[src/rtl/instr_pkg.sv]
// Shared definitions for the instruction sequencer: state encoding,
// instruction class / branch sub-op codes and instruction field positions.
package instr_pkg;

    localparam int IR_W   = 24;

    // Instruction field positions
    localparam int CLS_HI = 23;
    localparam int CLS_LO = 22;
    localparam int SUB_HI = 14;
    localparam int SUB_LO = 12;
    localparam int ST_BIT = 0;

    // Instruction classes, taken from ir[CLS_HI:CLS_LO]
    localparam logic [1:0] CLS_ALU = 2'b00;
    localparam logic [1:0] CLS_MOV = 2'b01;
    localparam logic [1:0] CLS_MEM = 2'b10;
    localparam logic [1:0] CLS_BR  = 2'b11;

    // Branch sub-ops, taken from ir[SUB_HI:SUB_LO]
    localparam logic [2:0] BR_CALL = 3'b011;
    localparam logic [2:0] BR_HALT = 3'b111;

    typedef enum logic [2:0] {
        S_IDLE,
        S_FETCH,
        S_DECODE,
        S_EXEC,
        S_MEM,
        S_WB,
        S_HALTED,
        S_FAULT
    } state_t;

endpackage

[src/rtl/wait_timer.sv]
// Handshake watchdog: counts wait cycles of the current memory request and
// flags the last permitted wait cycle. Cleared on every state change so
// FETCH and MEM each start from zero.
module wait_timer #(
    parameter int TIMEOUT = 16
) (
    input  logic clk,
    input  logic reset,
    input  logic clr,
    input  logic en,
    output logic expired
);

    localparam int CW = (TIMEOUT > 1) ? $clog2(TIMEOUT) : 1;

    logic [CW-1:0] cnt_q;
    logic [CW-1:0] cnt_d;

    // The count equals (wait cycle - 1); the last legal wait cycle is TIMEOUT.
    assign expired = (cnt_q == CW'(TIMEOUT - 1));

    // Next count: clear wins, otherwise advance while waiting, never past the limit.
    always_comb begin
        cnt_d = cnt_q;
        if (clr) begin
            cnt_d = '0;
        end else if (en && !expired) begin
            cnt_d = cnt_q + CW'(1);
        end
    end

    // Counter register.
    always_ff @(posedge clk) begin
        if (reset) begin
            cnt_q <= '0;
        end else begin
            cnt_q <= cnt_d;
        end
    end

endmodule

[src/rtl/instr_sequencer.sv]
// Multi-cycle fetch/decode/execute sequencer. Holds the instruction register,
// drives the instruction/data memory handshakes and produces the per-state
// write enables and PC update controls for the datapath.
module instr_sequencer
    import instr_pkg::*;
#(
    parameter int TIMEOUT = 16,
    parameter int CNT_W   = 16
) (
    input  logic             clk,
    input  logic             reset,
    input  logic             run,
    input  logic [IR_W-1:0]  imem_data,
    input  logic             imem_ready,
    input  logic             dmem_ready,
    input  logic             cmp_true,
    output logic             imem_req,
    output logic [IR_W-1:0]  ir,
    output logic             ir_valid,
    output logic             dmem_req,
    output logic             dmem_we,
    output logic             rf_we,
    output logic             flags_we,
    output logic             pc_en,
    output logic             pc_sel,
    output logic             halted,
    output logic             fault,
    output logic [CNT_W-1:0] instret
);

    state_t           state_q, state_d;
    logic [IR_W-1:0]  ir_q, ir_d;
    logic [CNT_W-1:0] instret_q, instret_d;

    logic [1:0] cls;
    logic [2:0] sub;
    logic       is_store;
    logic       is_call;

    logic rf_we_c, flags_we_c, pc_en_c, pc_sel_c;
    logic halt_ret;
    logic wait_en, wait_clr, wait_expired;

    assign cls      = ir_q[CLS_HI:CLS_LO];
    assign sub      = ir_q[SUB_HI:SUB_LO];
    assign is_store = ir_q[ST_BIT];
    assign is_call  = (cls == CLS_BR) && (sub == BR_CALL);

    wait_timer #(
        .TIMEOUT (TIMEOUT)
    ) u_wait_timer (
        .clk     (clk),
        .reset   (reset),
        .clr     (wait_clr),
        .en      (wait_en),
        .expired (wait_expired)
    );

    // Any state change restarts the watchdog, so each request waits from zero.
    assign wait_clr = (state_d != state_q);

    // Next-state, instruction register load and per-state control decode.
    always_comb begin
        state_d    = state_q;
        ir_d       = ir_q;
        imem_req   = 1'b0;
        dmem_req   = 1'b0;
        dmem_we    = 1'b0;
        rf_we_c    = 1'b0;
        flags_we_c = 1'b0;
        pc_en_c    = 1'b0;
        pc_sel_c   = 1'b0;
        halt_ret   = 1'b0;
        wait_en    = 1'b0;

        case (state_q)
            S_IDLE: begin
                if (run) begin
                    state_d = S_FETCH;
                end
            end
            S_FETCH: begin
                imem_req = 1'b1;
                if (imem_ready) begin
                    ir_d    = imem_data;
                    state_d = S_DECODE;
                end else if (wait_expired) begin
                    state_d = S_FAULT;
                end else begin
                    wait_en = 1'b1;
                end
            end
            S_DECODE: begin
                state_d = (cls == CLS_MOV) ? S_WB : S_EXEC;
            end
            S_EXEC: begin
                case (cls)
                    CLS_ALU: state_d = S_WB;
                    CLS_MOV: state_d = S_WB;
                    CLS_MEM: state_d = S_MEM;
                    CLS_BR: begin
                        if (sub == BR_HALT) begin
                            halt_ret = 1'b1;
                            state_d  = S_HALTED;
                        end else if (sub == BR_CALL) begin
                            state_d  = S_WB;
                        end else begin
                            // Plain branch retires here; target chosen by the comparator.
                            pc_en_c  = 1'b1;
                            pc_sel_c = cmp_true;
                            state_d  = S_FETCH;
                        end
                    end
                    default: state_d = S_FAULT;
                endcase
            end
            S_MEM: begin
                dmem_req = 1'b1;
                dmem_we  = is_store;
                if (dmem_ready) begin
                    if (is_store) begin
                        // Stores have nothing to write back; retire on the handshake.
                        pc_en_c = 1'b1;
                        state_d = S_FETCH;
                    end else begin
                        state_d = S_WB;
                    end
                end else if (wait_expired) begin
                    state_d = S_FAULT;
                end else begin
                    wait_en = 1'b1;
                end
            end
            S_WB: begin
                rf_we_c    = 1'b1;
                flags_we_c = (cls == CLS_ALU);
                pc_en_c    = 1'b1;
                pc_sel_c   = is_call && cmp_true;
                state_d    = S_FETCH;
            end
            S_HALTED: state_d = S_HALTED;
            S_FAULT:  state_d = S_FAULT;
            default:  state_d = S_IDLE;
        endcase
    end

    // Enables are suppressed in a reset cycle so an aborted instruction leaves no side effects.
    assign rf_we    = rf_we_c    && !reset;
    assign flags_we = flags_we_c && !reset;
    assign pc_en    = pc_en_c    && !reset;
    assign pc_sel   = pc_sel_c   && !reset;

    assign ir       = ir_q;
    assign ir_valid = (state_q == S_DECODE) || (state_q == S_EXEC) ||
                      (state_q == S_MEM)    || (state_q == S_WB);
    assign halted   = (state_q == S_HALTED);
    assign fault    = (state_q == S_FAULT);
    assign instret  = instret_q;

    // Retired count: one per PC update plus one for the HALT that stops the machine.
    always_comb begin
        instret_d = instret_q;
        if (pc_en_c || halt_ret) begin
            instret_d = instret_q + CNT_W'(1);
        end
    end

    // State, instruction register and retired-instruction counter.
    always_ff @(posedge clk) begin
        if (reset) begin
            state_q   <= S_IDLE;
            ir_q      <= '0;
            instret_q <= '0;
        end else begin
            state_q   <= state_d;
            ir_q      <= ir_d;
            instret_q <= instret_d;
        end
    end

endmodule

[config.mk]
export PLATFORM = sky130hd
export DESIGN_NAME = instr_sequencer
export DESIGN_NICKNAME = d
export VERILOG_FILES = /design/src/rtl/instr_pkg.sv /design/src/rtl/wait_timer.sv /design/src/rtl/instr_sequencer.sv
export SDC_FILE = /design/constraint.sdc
export NUM_CORES = 1
export LEC_CHECK = 0
export BUFFER_PORTS_ARGS = -buffer_cell sky130_fd_sc_hd__buf_2
export CORE_MARGIN = 4
export CORE_UTILIZATION = 54
export DETAILED_ROUTE_END_ITERATION = 8
export PLACE_DENSITY = 0.85
export SETUP_SLACK_MARGIN = 0.1
export SYNTH_ARGS = -nofsm -noshare
export SYNTH_HDL_FRONTEND = slang
export SYNTH_SLANG_ARGS = --single-unit
[constraint.sdc]
create_clock -name clk -period 4.1 [get_ports clk]
set_input_delay 0.82 -clock clk [delete_from_list [all_inputs] [get_ports clk]]
set_output_delay 0.82 -clock clk [all_outputs]
set_load 0.05 [all_outputs]
Yosys cells after proc, flatten, opt, wreduce, memory -nomap -nowiden --
Cells that the tools add are included.
Cells by class: $add $sub $neg 2, mux-type cells 32, equal/unequal tests 14, reduce and logical (&&, ||, !) cells 18
Operator list (number):
- two-way mux 3 bit | 8
- case mux 3 bit (8 select lines) | 1
- two-way mux 1 bit | 19
- adder 16 x 1 -> 16 bit (second input constant) | 1
- == test 3 bit (second input constant) | 5
- == test 3 x 2 -> 1 bit (second input constant) | 3
- case mux 3 bit (3 select lines) | 1
- logical AND 1 bit | 7
- adder 4 x 1 -> 4 bit (second input constant) | 1
- == test 2 bit (second input constant) | 2
- == test 4 bit (second input constant) | 1
- logical OR 1 bit | 4
- case mux 1 bit (2 select lines) | 2
- OR reduction 2 bit | 2
- == test 3 x 1 -> 1 bit (second input constant) | 1
- zero test 3 bit | 1
- != test 3 bit | 1
- case mux 1 bit (3 select lines) | 1
- == test 2 x 1 -> 1 bit (second input constant) | 1
- zero test 1 bit | 2
- zero test 2 bit | 1
- AND reduction 2 bit | 1
Word-level totals: output and inout port bits 50, input bits 30, register bits 47, logic and storage cells 70

Depth between registers and ports, before layout --
Gate-level depths: netlist of the first run.
depth in word-level cells 7, gate-level depth with buffers 9

Cells and area by module --
Synthesis of the first run repeated with hierarchy kept, for this count alone.
Second synthesis, totals: cell total of the unflattened synthesis 306, area total of the unflattened synthesis 2393.5 um^2
Modules (own cells, without submodules):
- instr_sequencer | instances 1, cells an instance 284, area an instance 2182.1 um^2, sequential area each 860.8 um^2
- wait_timer | instances 1, cells an instance 22, area an instance 211.5 um^2, sequential area each 80.1 um^2

Least setup slack after synthesis of the first run --
OpenSTA, ideal clock, no wires.
path kind input -> output, start point input port reset, end point output port flags_we, path slack -0.486 ns, arrival 3.766 ns, cell stages on the path 3, path buffers 1, path through clkbuf_1 -> nor4_1 -> nor3b_1
Between the ends: cells in the longest elaborated chain, start to end 2
RTL lines:
- from (decl) | line instr_sequencer.sv:11 | input logic reset,
- zero test 1 bit | line instr_sequencer.sv:149 | assign flags_we = flags_we_c && !reset;
- logical AND 1 bit | line instr_sequencer.sv:149
- to (decl) | line instr_sequencer.sv:23 | output logic flags_we,
Every way passes these cells.

Final worst setup path of the first run --
start point register state_q[1], end point output port pc_en
Between the ends: cells in the longest elaborated chain, start to end 3
RTL lines:
- from (decl) | line instr_sequencer.sv:31 | state_t state_q, state_d;
- from (signal assigned) | line instr_sequencer.sv:175 | state_q <= state_d;
- == test 3 bit or == test 3 x 2 -> 1 bit (tied branches) | line instr_sequencer.sv:76 | case (state_q)
- case mux 1 bit (3 select lines) * | line instr_sequencer.sv:76
- logical AND 1 bit * | line instr_sequencer.sv:150 | assign pc_en = pc_en_c && !reset;
- to (decl) | line instr_sequencer.sv:24 | output logic pc_en,
Mark *: on every way between the ends. The rest lies on a longest branch, timed or not.

==> results.ini, run 1 <==
[synthesis]
synthArstFlopShare = 0
synth_area_per_cell_sq_um = 8.37
synth_common_cells = 59 x nand2_1, 47 x dfxtp_1, 27 x a21oi_1
yosysSeqAreaShare = 0.404
synth_nets = 313
synth_edf_count = 0
yosysMostFrequentCell = nand2_1
yosysWarnings = 0
ys.flop_type = dfxtp_1
yosys.area.top_type = dfxtp_1
yosysUniqueCellTypes = 51
yosys.area.top_type_share = 0.404
syn-instance-count = 278
synth_seq_cells = 47
syn-cell-area_sq_um = 2330
yosys-top-cells-area = dfxtp_1 40%, nand2_1 9.5%, a21oi_1 5.8%

[clocking]
cts-hold-fix-buffers = 0
cts_buffer_depth = 2
cts_sinks = 47
post_cts_buffers = 0
clk_pin_slew_ns = 0.08
cts_buffers = 5
cts_max_level = 2
clk_latency_ns = 0.30
cts_tree = built
cts.repair.resized = 0
root_buffer = clkbuf_8

[placed_design]
place_inst = 392
dp_hpwl_mm = 4.19
gp_congestion = 0.888
io_buffers = 79
dpl-instance-area_sq_um = 2720

[grt]
antenna_found_initial = 0
grt_usage = 0.224
grt_max_degree = 48
gr-total-overflow = 0
grt_pass1_wl_mm = 9.51
grt_pass1_vias = 2118

[job]
cap_violations = 0

[sta]
slew_violations = 0
finalHoldViolations = 0
rsz0062_at_grt = false
worst_pin_slew_ns = 0.851
finClkSkew_ns = 0.00775
timing.hold.ws_ns = 0.456
setup_violations = 0
max_freq_mhz = 321
min_period_over_period = 0.760
fin_crit_ns = 3.12
max_slew_margin = 0.433
tns_ns = 0

[finish]
design_area_sq_um = 2830
multi_input_area_sq_um = 1300
final-seq-area_sq_um = 941
insertedDiodeCount = 0
final.fill_count = 354
nNetsFinal = 384
drive_gt1_frac = 0.281
layoutNonFillerInstCount = 399
syn_to_final_growth_pct = 21.6

[worst_setup_path]
reg2reg_from = state_q[1]
rrSetupSlack_ns = 1.45
cp_max_fo = 18
cp.required_ns = 3.28
crit_path_frequent_cell = nor2_1
crit_start = state_q[1]
path_buf_inv = 2
path_delay_family = flip-flops
r2r_cells = 7
cp_slowest_stage_delay_ns = 0.76
start_kind = register
crit_slowest_cell = dfxtp_1
critPathKind = register to output port
r2r-end = u_wait_timer.cnt_q[2]
crit_chain = inv_1 > ha_1 > nand3b_1 > nor2_1 > a21oi_1 > nor2_1 > buf_2
endpoint = pc_en
critPathCaptureType = output port
worstPathArrival_ns = 2.30
crit_cells = 7

[route]
drtAntennaViolNets = 0
initialDrtViolationCount = 153
route.vias.total = 2189
via_per_inst = 5.49
drt-pass1-iter-count = 4
wl_mm = 5.62
avgRoutedWirePerCell_microns = 14.1
drc = 0

[die]
num_io_pins = 80
core_area_sq_um = 4090
rows = 23
die_w_microns = 73.7
start_util = 0.570
die_h_microns = 73.7
die_area_sq_um = 5420

[power_and_ir_drop]
leakage_nw = 1.26
ir_worst_vdd_v = 0.000287
p_total_mw = 1.54
power_density_nw_per_um2 = 544

[hold_path]
holdCritPathClass = register to register

[run_status]
status = finished, final reports clean

tightest hold or removal path, cell delays in order, from the launching register on:
cell     delay, ns
dfxtp_1       0.31
nand2_1       0.05
a21oi_1       0.05
power by group:
part | internal, mW | switching (mW) | total, mW
combinational | 0.220 | 0.410 | 0.630
sequential | 0.500 | 0.0794 | 0.580
clock | 0.178 | 0.151 | 0.329
total | 0.899 | 0.640 | 1.54
flip-flops by register name (all words and copies together), names as in the netlist:
| name | cells |
|---|---|
| state_q | 3 |
| instret | 16 |
| ir | 24 |
| u_wait_timer.cnt_q | 4 |
worst min-delay path by stage:
stage / slack (ns) / from / to / cells past startpoint
after global placement: 0.44 / ir[5] / ir[5] / 2
after floorplan: 0.51 / u_wait_timer.cnt_q[1] / u_wait_timer.cnt_q[1] / 2
final: 0.46 / ir[8] / ir[8] / 2
after detailed placement: 0.45 / ir[7] / ir[7] / 2
after CTS: 0.46 / ir[8] / ir[8] / 2
after global routing: 0.48 / ir[18] / ir[18] / 2
placed cells by master, fill, tap and decap left out, drive strengths merged, types with 2 or more instances in the layout:
cell type	instances
and2b	2
nor3	6
buf	80
nand4	3
inv	5
clkbuf	5
nor3b	2
and4	3
ha	5
a2bb2oi	2
nor4	3
and2	4
a21oi	27
xor2	14
nor2b	2
mux2i	3
nand2	59
nand3	9
nand3b	3
o21a	3
dfxtp	47
xnor2	4
and3	4
or4	2
o21ai	5
nor2	25
nand2b	3
per-stage QoR:
step           utilization  worst slack [ns]
4_1_cts              0.692              1.01
6_report             0.692             0.984
3_5_place_dp         0.666              1.28
2_1_floorplan            -             0.131
5_1_grt              0.692             0.806
3_3_place_gp         0.666              1.26
routing by layer:
layer,vias up,track usage,routed length [microns]
li1,1092,-,-
met4,0,0.109,139
met2,73,0.367,2770
met5,-,0,0
met3,13,0.0479,337
met1,1011,0.276,2370
kinds of logic (layout without fill, tap and decap cells):
family / Yosys count / count (layout) / share of synthesized area
flops: 47 / 47 / 0.404
buf+inv: 21 / 92 / 0.0409
simple gates: 132 / 132 / 0.278
fa+ha+maj: 5 / 5 / 0.0269
compound gates: 52 / 52 / 0.169
xor+xnor: 18 / 18 / 0.0677
mux: 3 / 3 / 0.0129
layout make-up:
cell class | count | share of cell area
Multi-Input combinational cell | 210 | 0.459
Sequential cell | 47 | 0.333
Timing Repair Buffer | 80 | 0.142
Clock buffer | 5 | 0.0243
Tap cell | 50 | 0.0221
Clock inverter | 2 | 0.0133
Inverter | 5 | 0.00663
Power figures use the tool's default switching activity.
==> run 2: changes to the inputs <==
--- a/config.mk
+++ b/config.mk
@@ -5,11 +5,12 @@
 export SDC_FILE = /design/constraint.sdc
 export NUM_CORES = 1
 export LEC_CHECK = 0
+export ABC_AREA = 1
 export BUFFER_PORTS_ARGS = -buffer_cell sky130_fd_sc_hd__buf_2
 export CORE_MARGIN = 4
-export CORE_UTILIZATION = 54
+export CORE_UTILIZATION = 46
 export DETAILED_ROUTE_END_ITERATION = 8
-export PLACE_DENSITY = 0.85
+export PLACE_DENSITY = 0.76
 export SETUP_SLACK_MARGIN = 0.1
 export SYNTH_ARGS = -nofsm -noshare
 export SYNTH_HDL_FRONTEND = slang
==> constraint.sdc (replaced) <==
create_clock -name clk -period 2.8 [get_ports clk]
set_input_delay 0.56 -clock clk [delete_from_list [all_inputs] [get_ports clk]]
set_output_delay 0.56 -clock clk [all_outputs]
set_load 0.05 [all_outputs]
==> results.ini, run 2 <==
[run_status]
status = finished, final reports clean

[synthesis]
syn-instance-count = 364  ; +31%
synth_area_per_cell_sq_um = 7.03  ; -16%
yosysMostFrequentCell = nor2_1
synth_edf_count = 0  ; unchanged
yosys.area.top_type = dfxtp_1
synth_common_cells = 73 x nor2_1, 63 x nand2_1, 47 x dfxtp_1
yosysWarnings = 0  ; unchanged
syn-cell-area_sq_um = 2560  ; +9.9%
synthArstFlopShare = 0  ; unchanged
yosysUniqueCellTypes = 31  ; -39%
yosys.area.top_type_share = 0.368  ; -0.0364
ys.flop_type = dfxtp_1
yosys-top-cells-area = dfxtp_1 37%, nor2_1 11%, nand2_1 9.2%
yosysSeqAreaShare = 0.368  ; -0.0364
synth_seq_cells = 47  ; unchanged
synth_nets = 399  ; +27%

[worst_setup_path]
r2r-end = u_wait_timer.cnt_q[0]
rrSetupSlack_ns = 0.74  ; -0.71 ns
r2r_cells = 15  ; +8
cp_max_fo = 8  ; -10
cp.required_ns = 2.24  ; -1.04 ns
critPathCaptureType = output port
critPathKind = register to output port
reg2reg_from = state_q[2]
worstPathArrival_ns = 1.82  ; -0.48 ns
start_kind = register

[die]
num_io_pins = 80  ; unchanged
die_w_microns = 82.6  ; +12%
rows = 26  ; +13%
die_h_microns = 82.6  ; +12%
core_area_sq_um = 5240  ; +28%
die_area_sq_um = 6820  ; +26%
start_util = 0.488  ; -0.0812

[clocking]
cts_sinks = 47  ; unchanged
clk_latency_ns = 0.30  ; about the same
cts.repair.resized = 0  ; unchanged
cts_buffers = 5  ; unchanged
clk_pin_slew_ns = 0.09  ; about the same
post_cts_buffers = 0  ; unchanged
cts-hold-fix-buffers = 0  ; unchanged
cts_buffer_depth = 2  ; unchanged
cts_tree = built
root_buffer = clkbuf_8
cts_max_level = 2  ; unchanged

[finish]
design_area_sq_um = 3110  ; +9.9%
insertedDiodeCount = 0  ; unchanged
nNetsFinal = 473  ; +23%
largest_reg_flops = 24  ; unchanged
drive_gt1_frac = 0.310  ; +0.0290
layoutNonFillerInstCount = 509  ; +28%
syn_to_final_growth_pct = 21.5  ; about the same
layout_commonest_cell = buf_2
layout_common_cells = 79 x buf_2, 73 x nor2_1, 63 x nand2_1, 47 x dfxtp_1

[route]
via_per_inst = 4.99  ; -9.0%
avgRoutedWirePerCell_microns = 12.5  ; -11%
drt-pass1-iter-count = 4  ; unchanged
dr_wl_met2_mm = 2.95  ; +6.2%
initialDrtViolationCount = 188  ; +23%
met3_length_microns = 513  ; +52%
drc = 0  ; unchanged
route.vias.total = 2542  ; +16%
drtAntennaViolNets = 0  ; unchanged
routed.top_layer = met4
wl_mm = 6.36  ; +13%
drt-met1-wl_mm = 2.82  ; +19%

[grt]
grt_pass1_wl_mm = 10.5  ; +10%
gr-total-overflow = 0  ; unchanged
grt_pass1_vias = 2385  ; +13%
grt_max_degree = 32  ; -33%
grt_usage = 0.196  ; -0.0277
antenna_found_initial = 0  ; unchanged

[placed_design]
io_buffers = 79  ; unchanged
place_inst = 501  ; +28%
dp_hpwl_mm = 4.67  ; +12%
dpl-instance-area_sq_um = 2980  ; +9.3%
gp_congestion = 0.932  ; +4.9%

[sta]
worst_pin_slew_ns = 0.469  ; -0.382 ns
max_slew_margin = 0.687  ; +0.254
rsz0062_at_grt = false
tns_ns = 0  ; unchanged
max_freq_mhz = 419
finClkSkew_ns = 0.00702  ; -0.000726 ns
slew_violations = 0  ; unchanged
setup_violations = 0  ; unchanged
fin_crit_ns = 2.38
finalHoldViolations = 0  ; unchanged
min_period_over_period = 0.851

[job]
cap_violations = 0  ; unchanged

[power_and_ir_drop]
leakage_nw = 1.53  ; +22%
power_density_nw_per_um2 = 769  ; +41%
p_total_mw = 2.39  ; +55%
ir_worst_vdd_v = 0.000626  ; +120%

[hold_path]
min_to = ir[10]
min_path_cells = 3  ; +1
holdCritPathClass = input port to register
min-delay-start = imem_data[10]

==> run 2: cell types whose count changed after synthesis, sizes merged, moves of 18 or more <==
cell   delta
nor2     +57
nand2    +18
nand3    +19
inv      +28
o21ai    +26
==> run 2: report_power, final <==
part | switching, mW | internal (mW) | total, mW
combinational | 0.704 | 0.244 | 0.948
sequential | 0.0858 | 0.763 | 0.849
clock | 0.236 | 0.357 | 0.593
total | 1.03 | 1.36 | 2.39
==> run 2: how the worst max path moves through the flow <==
stage	startpoint	cells after the start	end	slack [ns]
2_1_floorplan	ir[23]	6	pc_sel	0.27
3_3_place_gp	state_q[0]	7	pc_sel	0.80
3_5_place_dp	state_q[2]	15	u_wait_timer.cnt_q[2]	0.79
4_1_cts	state_q[0]	7	pc_sel	0.41
5_1_grt	state_q[0]	7	pc_sel	0.24
6_report	state_q[0]	7	pc_en	0.42
==> run 2: layer usage <==
metal	global-route usage	vias up
met1	0.238	1156
met4	0.0490	0
met3	0.0651	7
met5	0	-
met2	0.333	73
li1	-	1306
==> run 2: logic make-up after synthesis <==
logic type / Yosys count / share of synthesized area
adder cells (fa/ha/maj): 5 / 0.0245
XOR/XNOR: 12 / 0.0411
multiplexers: 1 / 0.00440
buffers and inverters: 47 / 0.0822
flip-flops: 47 / 0.368
AND/OR/NAND/NOR: 199 / 0.356
AO/OA/AOI/OAI: 53 / 0.124
==> run 2: critical path, cell delays in order, from the launching register on <==
cell and delay, ns:
dfxtp_1 0.54, nand2_2 0.15, nor2_4 0.18, nand3_2 0.10, nand2_2 0.09, o22ai_2 0.09
nor2_1 0.10, buf_2 0.27
==> run 2: final cells by class <==
| type | count | area, sq um |
|---|---|---|
| fillers | 502 | 2130 |
| multi-input cells | 270 | 1410 |
| flip-flops and latches | 47 | 941 |
| repair buffers | 81 | 410 |
| inverters | 33 | 124 |
| well taps | 70 | 87.6 |
| clock buffers | 6 | 72.6 |
| clock inverters | 2 | 60.1 |
==> run 2: through the flow <==
step | hold slack, ns | util | worst slack, ns
CTS | 0.470 | 0.593 | 0.411
global route | 0.475 | 0.593 | 0.235
floorplan | 0.501 | - | 0.269
finish | 0.476 | 0.593 | 0.416
detailed placement | 0.491 | 0.568 | 0.787
global placement | 0.482 | 0.568 | 0.803
==> run 3: changes to the inputs <==
--- a/config.mk
+++ b/config.mk
@@ -10,6 +10,7 @@
 export CORE_MARGIN = 4
 export CORE_UTILIZATION = 46
 export DETAILED_ROUTE_END_ITERATION = 8
+export MAX_ROUTING_LAYER = met4
 export PLACE_DENSITY = 0.76
 export SETUP_SLACK_MARGIN = 0.1
 export SYNTH_ARGS = -nofsm -noshare
==> results.ini, run 3 (same netlist as run 2, synthesis figures left out) <==
[run_status]
status = finished, final reports clean

[job]
cap_violations = 0  ; unchanged

[finish]
syn_to_final_growth_pct = 21.5  ; unchanged
nNetsFinal = 473  ; unchanged
fin_util = 0.593  ; unchanged
layout_common_cells = 79 x buf_2, 73 x nor2_1, 63 x nand2_1, 47 x dfxtp_1
final.fill_count = 502  ; unchanged
largest_reg_flops = 24  ; unchanged
layout_commonest_cell = buf_2
insertedDiodeCount = 0  ; unchanged
drive_gt1_frac = 0.310  ; unchanged

[worst_setup_path]
r2r-end = u_wait_timer.cnt_q[0]
cp_max_fo = 8  ; unchanged
worstPathArrival_ns = 1.82  ; about the same
rrSetupSlack_ns = 0.74  ; about the same
path_delay_family = simple AND/OR/NAND/NOR gates
crit_start = state_q[0]
reg2reg_from = state_q[2]
crit_slowest_cell = dfxtp_1
r2r_cells = 15  ; unchanged
cp.required_ns = 2.24  ; about the same
path_buf_inv = 1  ; unchanged
critPathKind = register to output port
critPathCaptureType = output port
crit_cells = 7  ; unchanged
cp_slowest_stage_delay_ns = 0.54  ; about the same
crit_chain = nand2_2 > nor2_4 > nand3_2 > nand2_2 > o22ai_2 > nor2_1 > buf_2
endpoint = pc_en
crit_path_frequent_cell = nand2_2
start_kind = register

[route]
drt-pass1-iter-count = 4  ; unchanged
avgRoutedWirePerCell_microns = 12.5  ; +0.36%
drc = 0  ; unchanged
via_per_inst = 5.06  ; +1.3%
initialDrtViolationCount = 193  ; +2.7%
route.vias.total = 2574  ; +1.3%
wl_mm = 6.38  ; +0.36%
drtAntennaViolNets = 0  ; unchanged

[sta]
fin_crit_ns = 2.38  ; +0.000144 ns
max_slew_margin = 0.685  ; -0.00150
setup_violations = 0  ; unchanged
finalHoldViolations = 0  ; unchanged
worst_pin_slew_ns = 0.472  ; +0.00225 ns
tns_ns = 0  ; unchanged
rsz0062_at_grt = false
finClkSkew_ns = 0.00677  ; -0.000256 ns
max_freq_mhz = 419  ; about the same
min_period_over_period = 0.851  ; about the same
slew_violations = 0  ; unchanged

[clocking]
clk_pin_slew_ns = 0.09  ; about the same
cts_tree = built
cts_buffers = 5  ; unchanged
cts_buffer_depth = 2  ; unchanged
cts_sinks = 47  ; unchanged
cts.repair.resized = 0  ; unchanged
clk_latency_ns = 0.30  ; about the same
root_buffer = clkbuf_8
cts-hold-fix-buffers = 0  ; unchanged
post_cts_buffers = 0  ; unchanged
cts_max_level = 2  ; unchanged

[die]
core_area_sq_um = 5240  ; unchanged
die_h_microns = 82.6  ; unchanged
die_w_microns = 82.6  ; unchanged
die_area_sq_um = 6820  ; unchanged
num_io_pins = 80  ; unchanged
rows = 26  ; unchanged
start_util = 0.488  ; unchanged

[grt]
grt_pass1_wl_mm = 10.5  ; unchanged
antenna_found_initial = 0  ; unchanged
grt_pass1_vias = 2385  ; unchanged
grt_usage = 0.201  ; +0.00549
gr-total-overflow = 0  ; unchanged
grt_max_degree = 32  ; unchanged

[power_and_ir_drop]
leakage_nw = 1.53  ; unchanged
power_density_nw_per_um2 = 770  ; +0.16%
ir_worst_vdd_v = 0.000627  ; +0.17%

[hold_path]
holdCritPathClass = input port to register

[placed_design]
dp_hpwl_mm = 4.67  ; unchanged
gp_congestion = 0.949  ; +1.8%
io_buffers = 79  ; unchanged

## run 3: cell counts in the layout (fill, tap and decap cells not counted)
No cell type changed its count.
## run 3: layout make-up
cell class	count	area [sq um]	share of cell area
well taps	70	87.6	0.0282
repair buffers	81	410	0.132
multi-input cells	270	1410	0.455
inverters	33	124	0.0399
flip-flops and latches	47	941	0.303
clock buffers	6	72.6	0.0233
clock inverters	2	60.1	0.0193
## run 3: per-layer routing
metal / track usage / vias to the layer above / part of all wire
li1: - / 1305 / -
met1: 0.246 / 1179 / 0.45
met2: 0.333 / 82 / 0.47
met3: 0.0531 / 8 / 0.068
met4: 0.0490 / 0 / 0.012
met5: - / - / 0
## run 3: per-stage QoR
step | hold slack, ns | setup WS (ns) | cells | cell area [sq um] | total power, mW
final | 0.476 | 0.416 | 509 | 3110 | 2.39
after global placement | 0.482 | 0.803 | 501 | 2980 | 1.79
after detailed placement | 0.491 | 0.787 | 501 | 2980 | 1.80
after global routing | 0.475 | 0.235 | 509 | 3110 | 2.52
after floorplan | 0.501 | 0.269 | 364 | 2560 | 1.62
after CTS | 0.470 | 0.411 | 509 | 3110 | 2.40
## run 3: worst min-delay path by stage
stage                               start                    end  slack, ns  depth (start not counted)
floorplan           u_wait_timer.cnt_q[3]  u_wait_timer.cnt_q[3]       0.50                          3
global placement                    ir[0]                  ir[0]       0.48                          2
detailed placement                  ir[0]                  ir[0]       0.49                          2
CTS                          imem_data[9]                  ir[9]       0.47                          3
global route                imem_data[21]                 ir[21]       0.47                          3
finish                      imem_data[10]                 ir[10]       0.48                          3
## run 3: worst reg2reg max path, cell delays in order, from the launching register on
cell and delay [ns]:
dfxtp_1 0.62, inv_2 0.19, ha_1 0.23, nor2_1 0.10, nand2_1 0.05, inv_1 0.12
nand2_4 0.07, nand2_1 0.09, inv_2 0.04, nand3_2 0.05, nand2_1 0.06, nand2_1 0.07
nand2_1 0.06, nor2_2 0.09, nand2_2 0.08, nor2_1 0.08
## run 3: where the power goes
part | internal, mW | leakage, nW | total [mW] | switching (mW)
Sequential | 0.763 | 0.382 | 0.849 | 0.0858
Clock | 0.357 | 0.0654 | 0.596 | 0.238
Combinational | 0.244 | 1.08 | 0.949 | 0.705
Total | 1.36 | 1.53 | 2.39 | 1.03
